**src/rtl/chip8_fb_scaler.sv**
```systemverilog
// CHIP-8 64x32 framebuffer to 640x480 pixel source: each framebuffer pixel is a
// SCALE x SCALE block; each framebuffer row is prefetched into a line buffer in blanking.
module chip8_fb_scaler #(
   parameter int          H_ACTIVE     = 640,
   parameter int          V_ACTIVE     = 480,
   parameter int          SCALE        = 10,
   parameter int          FB_W         = 64,
   parameter int          FB_H         = 32,
   parameter int          V_OFFSET     = 80,
   parameter logic [15:0] FG_COLOR     = 16'hFFFF,
   parameter logic [15:0] BG_COLOR     = 16'h0000,
   parameter logic [15:0] BORDER_COLOR = 16'h0010
) (
   input  logic        clk_25MHz,
   input  logic        rst_n,
   input  logic [9:0]  pixel_hpos,
   input  logic [9:0]  pixel_vpos,
   output logic [15:0] pixel_data,
   output logic        fb_rd_en,
   output logic [7:0]  fb_rd_addr,
   input  logic [7:0]  fb_rd_data,
   output logic        frame_end
);

   localparam int BYTES = FB_W / 8;
   localparam int KW    = $clog2(BYTES);
   localparam int RW    = $clog2(FB_H);
   localparam int SW    = $clog2(SCALE);
   localparam int CW    = $clog2(FB_W);

   localparam logic [9:0]    H_MAX    = 10'(H_ACTIVE);
   localparam logic [9:0]    V_MAX    = 10'(V_ACTIVE);
   localparam logic [9:0]    H_LAST   = 10'(H_ACTIVE - 1);
   localparam logic [9:0]    V_LAST   = 10'(V_ACTIVE - 1);
   localparam logic [9:0]    V_FIRST  = 10'(V_OFFSET);
   localparam logic [9:0]    V_END    = 10'(V_OFFSET + FB_H * SCALE);
   localparam logic [SW-1:0] SUB_LAST = SW'(SCALE - 1);
   localparam logic [KW-1:0] K_LAST   = KW'(BYTES - 1);

   typedef enum logic [1:0] {IDLE, READ, LAST} state_t;

   state_t          state;
   logic [KW-1:0]   k;
   logic [RW-1:0]   row;
   logic [SW-1:0]   sub_row;
   logic [SW-1:0]   sub_col;
   logic [CW-1:0]   col;
   logic [FB_W-1:0] line_buf;

   logic [CW-1:0] col_cur;
   logic [SW-1:0] sub_col_cur;
   logic [CW-1:0] bit_sel;
   logic [KW-1:0] cap_byte;
   logic [9:0]    next_line;
   logic          active, img_line, trig, first_n, in_img_n, row_edge, fetch;
   logic [RW-1:0] row_nxt;
   logic [SW-1:0] sub_row_nxt;

   function automatic logic [7:0] rd_addr(input logic [RW-1:0] r, input logic [KW-1:0] b);
      return 8'(r * BYTES + b);
   endfunction

   always_comb begin
      // Column counters restart at hpos 0, so their stored value only matters mid-line.
      col_cur     = (pixel_hpos == '0) ? '0 : col;
      sub_col_cur = (pixel_hpos == '0) ? '0 : sub_col;
      bit_sel     = CW'(FB_W - 1) - col_cur;
      active      = (pixel_hpos < H_MAX) && (pixel_vpos < V_MAX);
      img_line    = (pixel_vpos >= V_FIRST) && (pixel_vpos < V_END);
      trig        = (pixel_hpos == H_LAST) && (pixel_vpos < V_MAX);
      next_line   = (pixel_vpos == V_LAST) ? '0 : pixel_vpos + 10'd1;
      first_n     = (next_line == V_FIRST);
      in_img_n    = (next_line >= V_FIRST) && (next_line < V_END);
      row_edge    = (sub_row == SUB_LAST);
      fetch       = first_n || (in_img_n && row_edge);
      cap_byte    = (state == LAST) ? '0 : K_LAST - (k - 1'b1);
      row_nxt     = row;
      sub_row_nxt = sub_row;
      if (first_n) begin
         row_nxt     = '0;
         sub_row_nxt = '0;
      end else if (in_img_n) begin
         if (row_edge) begin
            row_nxt     = row + 1'b1;
            sub_row_nxt = '0;
         end else begin
            sub_row_nxt = sub_row + 1'b1;
         end
      end
   end

   always_ff @(posedge clk_25MHz or negedge rst_n) begin
      if (!rst_n) begin
         state      <= IDLE;
         k          <= '0;
         row        <= '0;
         sub_row    <= '0;
         sub_col    <= '0;
         col        <= '0;
         line_buf   <= '0;
         pixel_data <= 16'h0000;
         fb_rd_en   <= 1'b0;
         fb_rd_addr <= '0;
         frame_end  <= 1'b0;
      end else begin
         if (sub_col_cur == SUB_LAST) begin
            sub_col <= '0;
            col     <= col_cur + 1'b1;
         end else begin
            sub_col <= sub_col_cur + 1'b1;
            col     <= col_cur;
         end

         if (!active || !img_line)
            pixel_data <= BORDER_COLOR;
         else
            pixel_data <= line_buf[bit_sel] ? FG_COLOR : BG_COLOR;

         frame_end <= trig && (pixel_vpos == V_LAST);

         if (trig) begin
            row     <= row_nxt;
            sub_row <= sub_row_nxt;
         end

         // Read data lags the strobe by one clock, so each READ cycle stores the previous byte.
         case (state)
            IDLE: begin
               if (trig && fetch) begin
                  state      <= READ;
                  k          <= '0;
                  fb_rd_en   <= 1'b1;
                  fb_rd_addr <= rd_addr(row_nxt, '0);
               end
            end
            READ: begin
               if (k != '0)
                  line_buf[{cap_byte, 3'b000} +: 8] <= fb_rd_data;
               if (k == K_LAST) begin
                  state    <= LAST;
                  fb_rd_en <= 1'b0;
               end else begin
                  k          <= k + 1'b1;
                  fb_rd_addr <= rd_addr(row, k + 1'b1);
               end
            end
            LAST: begin
               line_buf[{cap_byte, 3'b000} +: 8] <= fb_rd_data;
               state <= IDLE;
            end
            default: state <= IDLE;
         endcase
      end
   end

endmodule
```
**config.mk**
```make
export PLATFORM = sky130hd
export DESIGN_NAME = chip8_fb_scaler
export DESIGN_NICKNAME = d
export VERILOG_FILES = /design/src/rtl/chip8_fb_scaler.sv
export SDC_FILE = /design/constraint.sdc
export NUM_CORES = 1
export LEC_CHECK = 0
export ABC_AREA = 1
export BUFFER_PORTS_ARGS = -buffer_cell sky130_fd_sc_hd__buf_2
export CAP_MARGIN = 10
export CELL_PAD_IN_SITES_DETAIL_PLACEMENT = 1
export CELL_PAD_IN_SITES_GLOBAL_PLACEMENT = 1
export CORE_MARGIN = 4
export CORE_UTILIZATION = 44
export DETAILED_ROUTE_END_ITERATION = 16
export PLACE_DENSITY_LB_ADDON = 0.08
export SLEW_MARGIN = 20
export SYNTH_ARGS = -nofsm -noshare
export SYNTH_HDL_FRONTEND = slang
export SYNTH_SLANG_ARGS = --single-unit
export TNS_END_PERCENT = 100
```
**constraint.sdc**
```tcl
create_clock -name clk_25MHz -period 2.6 [get_ports clk_25MHz]
set_input_delay 0.52 -clock clk_25MHz [delete_from_list [all_inputs] [get_ports clk_25MHz]]
set_output_delay 0.52 -clock clk_25MHz [all_outputs]
set_load 0.02 [all_outputs]
```
* Word-level counts from Yosys, hierarchy flattened
Cells that the tools add are included.
** Storage, ports and cells
- Bits in registers :: 114
- Logic and storage cells :: 96
- Output and inout bits :: 26
- Input port bits :: 30
** Cells by class
- Shifts and indexed selects :: 2
- Add/sub/neg operators :: 11
- Reduce and logical (&&, ||, !) cells :: 22
- Muxes and demuxes :: 31
- $lt $le $gt $ge :: 7
- Equality and inequality tests :: 12
** Operators with widths (count)
- $pmux W64 S2 :: 1
- $bwmux W64 :: 1
- $mux W64 :: 1
- $shift A8 B8 Y64 const A :: 1
- $shiftx A8 B8 Y64 :: 1
- $mux W16 :: 2
- $lt A10 B9 Y1 const B :: 3
- $ge A10 B7 Y1 const B :: 2
- $mux W4 :: 5
- $mux W8 :: 2
- $pmux W8 S2 :: 1
- $mux W5 :: 3
- $mux W6 :: 2
- $add A10 B1 Y10 const B :: 1
- $eq A10 B10 Y1 const B :: 1
- $eq A10 B7 Y1 const B :: 1
- $eq A10 B9 Y1 const B :: 1
- $logic_not A10 Y1 :: 1
- $lt A10 B10 Y1 const B :: 1
- $mux W10 :: 1
- $mux W3 :: 3
- $add A4 B1 Y4 const B :: 2
- $add A8 B3 Y8 :: 1
- $eq A4 B4 Y1 const B :: 2
- other kinds (26) :: 45

* Logic depth before layout (Yosys ltp)
- Word-level depth :: 9
- Gate-level depth with buffers :: 14
- Mapped depth without buffers :: 13

* Worst setup path after synthesis
OpenSTA, ideal clock, no wires.
- Path kind :: flip-flop to flip-flop
- Start point :: reg fb_rd_addr[0] (netlist name)
- End point :: reg line_buf[38]
- Arrival time :: 2282 ps
- Data required time :: 2479 ps
- Setup time :: 121 ps
- Stages on the path, launching flop included :: 14
- Buffers on the path :: 1
- Path slack :: 197 ps
- Period minus slack after synthesis :: 2403 ps
- Cells stage by stage :: dfrtp_1 > inv_2 > ha_1 > nand2_1 > ha_1 > ha_1 > clkinv_1 > nor2_1 > inv_2 > nor2_4 > nand4_2 > buf_2 > nand2_1 > o21ai_1
** RTL lines
- end signal: indexed assignment :: RTL line 138 : line_buf[{cap_byte, 3'b000} +: 8] <= fb_rd_data;
- end signal: indexed assignment :: RTL line 148 : line_buf[{cap_byte, 3'b000} +: 8] <= fb_rd_data;
- end: declaration :: RTL line 48 : logic [FB_W-1:0] line_buf;

* Worst setup path in the final report
- Start point :: reg state[1]
- End point :: reg line_buf[17]
** On the way
- Longest elaborated chain between the ends :: 7
- Elaborated cells between the ends (all ways) :: 12
- Classes of those cells :: add/sub (1); eq/ne (3); shift (2); mux (4); reduce/logical (2)
** Ends and longest elaborated chain
- start: declaration :: RTL line 42 : state_t state;
- start signal: assignment :: RTL line 94 : state <= IDLE;
- start signal: assignment :: RTL line 130 : state <= READ;
- start signal: assignment :: RTL line 140 : state <= LAST;
- $eq A2 B2 Y1 :: RTL line 76, 127
- $mux W3 :: RTL line 76 : cap_byte = (state == LAST) ? '0 : K_LAST - (k - 1'b1);
- $neg A6 Y8 :: RTL line 138, 148
- $shiftx A8 B8 Y64 or $shift A8 B8 Y64 (tied branches) :: RTL line 138, 148
- $bwmux W64 :: RTL line 138, 148
- $mux W64 :: RTL line 137 : if (k != '0)
- $pmux W64 S2 :: RTL line 127 : case (state)
Parallel ways exist; a longest one is shown, timed or not. The select of a mux whose other input is x is not followed.
A chain may end at the register's enable or synchronous reset.

==> results.yml <==
run_status:
  status: "finished clean"
timing:
  finalSetupTns_ns: 0
  drv_slew: 0
  finalSetupViolCount: 0
  fmax_mhz: 419
  timing.final.crit_share_pct: 91.9
  min_period_ns: 2.39
  slew_headroom_pct: 50.5
  rsz0062_at_grt: "false"
  tightest_slew_ns: 0.736
  finalClockSkew_ns: 0.00655
  setup_slack_ns: 0.211
  finalHoldViolCount: 0
drt:
  wl_per_cell_um: 17.1
  initialDrtViolationCount: 301
  totalWireLength_um: 15600
  postRouteAntennaNets: 0
  vias_per_cell: 5.29
  num_vias: 4816
  drc_errors: 0
  drt-pass1-iter-count: 4
synth:
  yosys_most_used_dff: "dfrtp_1"
  synth_top_cell_by_area: "dfrtp_1"
  synth_edf_count: 0
  ys_seq_elements: 97
  yosys-top-cells-count: "nand2_1 (157), dfrtp_1 (97), inv_1 (97), nand3_1 (97), o22ai_1 (39)"
  synth_top_area_share_pct: 44.6
  synth_fp_nets: 724
  yosysUniqueCellTypes: 42
  async_reset_ff_share_pct: 100
  syn_inst: 684
  yosysWarnings: 0
  syn_avg_cell_area_um2: 7.95
  yosysMostFrequentCell: "nand2_1"
  synthTopCellsByArea: "dfrtp_1 (45%), nand2_1 (11%), nand3_1 (8.9%)"
  yosysSeqAreaShare_pct: 44.6
  netlist_area_um2: 5440
min_path:
  hp-class: "input pin to async pin"
clock_network:
  hold_buffers: 0
  cts_made_buffers: 9
  cts_sinks: 97
  h-tree-depth: 3
  insertion_delay_ns: 0.35
  clkTransAtPathRegs_ns: 0.07
  clockBufferDepth: 2
  cts_tree: "built"
  cts-root-buf: "clkbuf_16"
finish:
  finalNetCount: 778
  area_delta_synth_final_pct: 14.0
  stdcell_count: 911
  drive_gt1_share_pct: 18.2
  diodes: 0
worst_setup_path:
  endpoint: "line_buf[17]"
  rr_endpoint: "line_buf[17]"
  critPathArrivalTime_ns: 2.62
  r2r_setup_slack_ns: 0.21
  cp-end-kind: "flip-flop"
  worstRegToRegCells: 14
  worstPathRequired_ns: 2.83
  start_kind: "flip-flop"
  crit-reg2reg-launch: "state[1]"
  cp_max_fo: 16
  startpoint: "state[1]"
  path_class: "flip-flop to flip-flop"
flow_run:
  cap_violations: 0
power_and_ir_drop:
  p_int_w: 0.00285
  swShare_pct: 35.1
  power_frac_comb_pct: 30.4
  power_density_nw_per_um2: 709
  p_seq_share_pct: 37.9
  pwr-share-clk_pct: 31.7
  ir_worst_vdd_uv: 419
  leakage_nw: 3.27
  p_switching_w: 0.00154
floorplanning:
  start_util_pct: 45.1
  die_area_um2: 14200
  core_um2: 12100
  die_w_um: 119
  num_rows: 40
  ios: 56
  dieHeight_um: 119
grt:
  grt_util_met2_pct: 40.5
  grtUsageMet3_pct: 3.47
  grt_start_max_net_pins: 40
  grt.total_usage_pct: 23.3
  grt_pass1_wl_um: 26500
  grt_antenna_before_repair: 0
  busiest_layer: "met2"
  grt-ovfl-total: 0
  grt_pass1_vias: 5170
  global_route.usage.met1_pct: 29.5
placed_design:
  port-buffer-count: 55
  place_congestion: 0.845
  place_inst: 895
  pre_cts_ws_ns: 0.170
  hpwlAfterDp_um: 11400
-- logic make-up (layout without fill, tap and decap cells) --
logic type,after synthesis,after routing,synth area share (%)
and+or+nand+nor,328,328,29.4
buffers and inverters,143,202,11.7
DFF,97,97,44.6
AOI/OAI and AO/OA,96,96,10.4
adders and majority gates,10,10,2.30
xor gates and xnor gates,10,10,1.61
-- through the flow --
stage          total power [W]  area (um^2)  hold slack (ns)  utilization [%]
6_report               0.00440         6200            0.132             51.4
5_1_grt                0.00463         6200            0.165             51.4
4_1_cts                0.00443         6200            0.154             51.4
3_5_place_dp           0.00303         5890            0.479             48.8
3_3_place_gp           0.00300         5890            0.463             48.8
2_1_floorplan          0.00264         5440            0.224                -
-- per-layer routing --
metal,vias up,wire length (um),share of wire (%)
met5,-,0,0
met4,0,308,2.0
met3,18,530,3.4
met2,78,7800,50
met1,2401,6950,45
li1,2319,-,-
-- final cells by class --
type	instances	area, um^2
clock buffer	14	274
clock inverter	2	35.0
timing repair buffer	73	450
multi-input combinational	444	2380
fill	1491	5860
inverter	113	427
sequential	97	2430
tap	168	210
-- critical path, stage by stage, from the launching register on --
cell      delay [ns]
dfrtp_1         0.39
inv_2           0.08
nor2_4          0.04
nor2_1          0.18
inv_2           0.12
ha_1            0.22
ha_1            0.29
clkinv_1        0.09
nor2_1          0.14
inv_2           0.14
nor2_4          0.14
nand2_1         0.07
buf_4           0.21
nand2_1         0.08
o21ai_1         0.07
-- timing repair --
action | CTS | global route
gates resized for setup | 0 | 1
hold endpoints to repair | 0 | 0
endpoints found under the setup margin | 0 | 3
buffers inserted | 0 | 0
-- flip-flops by register name (all words and copies together) (netlist names) --
signal	flops
col	6
fb_rd_addr	8
fb_rd_en	1
frame_end	1
line_buf	64
pixel_data	2
row	5
state	2
sub_col	4
sub_row	4
-- worst min-delay path by stage --
stage / from / endpoint / slack [ns] / cells after the start
3_3_place_gp: line_buf[36] / line_buf[36] / 0.46 / 2
4_1_cts: rst_n / fb_rd_addr[6] / 0.15 / 1
3_5_place_dp: line_buf[22] / line_buf[22] / 0.48 / 2
5_1_grt: rst_n / fb_rd_addr[6] / 0.17 / 1
2_1_floorplan: rst_n / col[0] / 0.22 / 0
6_report: rst_n / fb_rd_addr[6] / 0.13 / 1
-- placed cells by master (no fill, tap or decap), types with 2 or more instances in the layout --
master / Yosys / routed
inv_2: 14 / 14
clkbuf_16: 0 / 9
nand3_1: 97 / 97
nor2_8: 2 / 2
buf_4: 19 / 16
nor2_1: 26 / 25
nand2_4: 2 / 2
inv_1: 97 / 97
or2_1: 2 / 2
nand3_4: 2 / 2
clkbuf_8: 0 / 3
buf_12: 0 / 3
nand4_1: 7 / 7
ha_1: 10 / 10
nor3_1: 6 / 6
o211ai_1: 3 / 3
nor2_4: 5 / 5
a21oi_1: 3 / 3
nand3_2: 3 / 3
nand2_1: 157 / 157
o21ai_0: 8 / 8
o21ai_1: 37 / 37
nor2_2: 8 / 9
nand3b_1: 3 / 3
xor2_1: 8 / 8
nand2_2: 3 / 3
buf_2: 3 / 54
xnor2_1: 2 / 2
dfrtp_1: 97 / 97
clkbuf_1: 5 / 2
o22ai_1: 39 / 39
-- power by group through the flow --
stage                     logic [W]  registers, W  clock network (W)
after CTS                   0.00135       0.00167            0.00142
final                       0.00134       0.00167            0.00139
after global placement      0.00131       0.00169                  0
after detailed placement    0.00134       0.00170                  0
after floorplan            0.000957       0.00168                  0
after global routing        0.00147       0.00168            0.00149
Power figures use the tool's default switching activity.
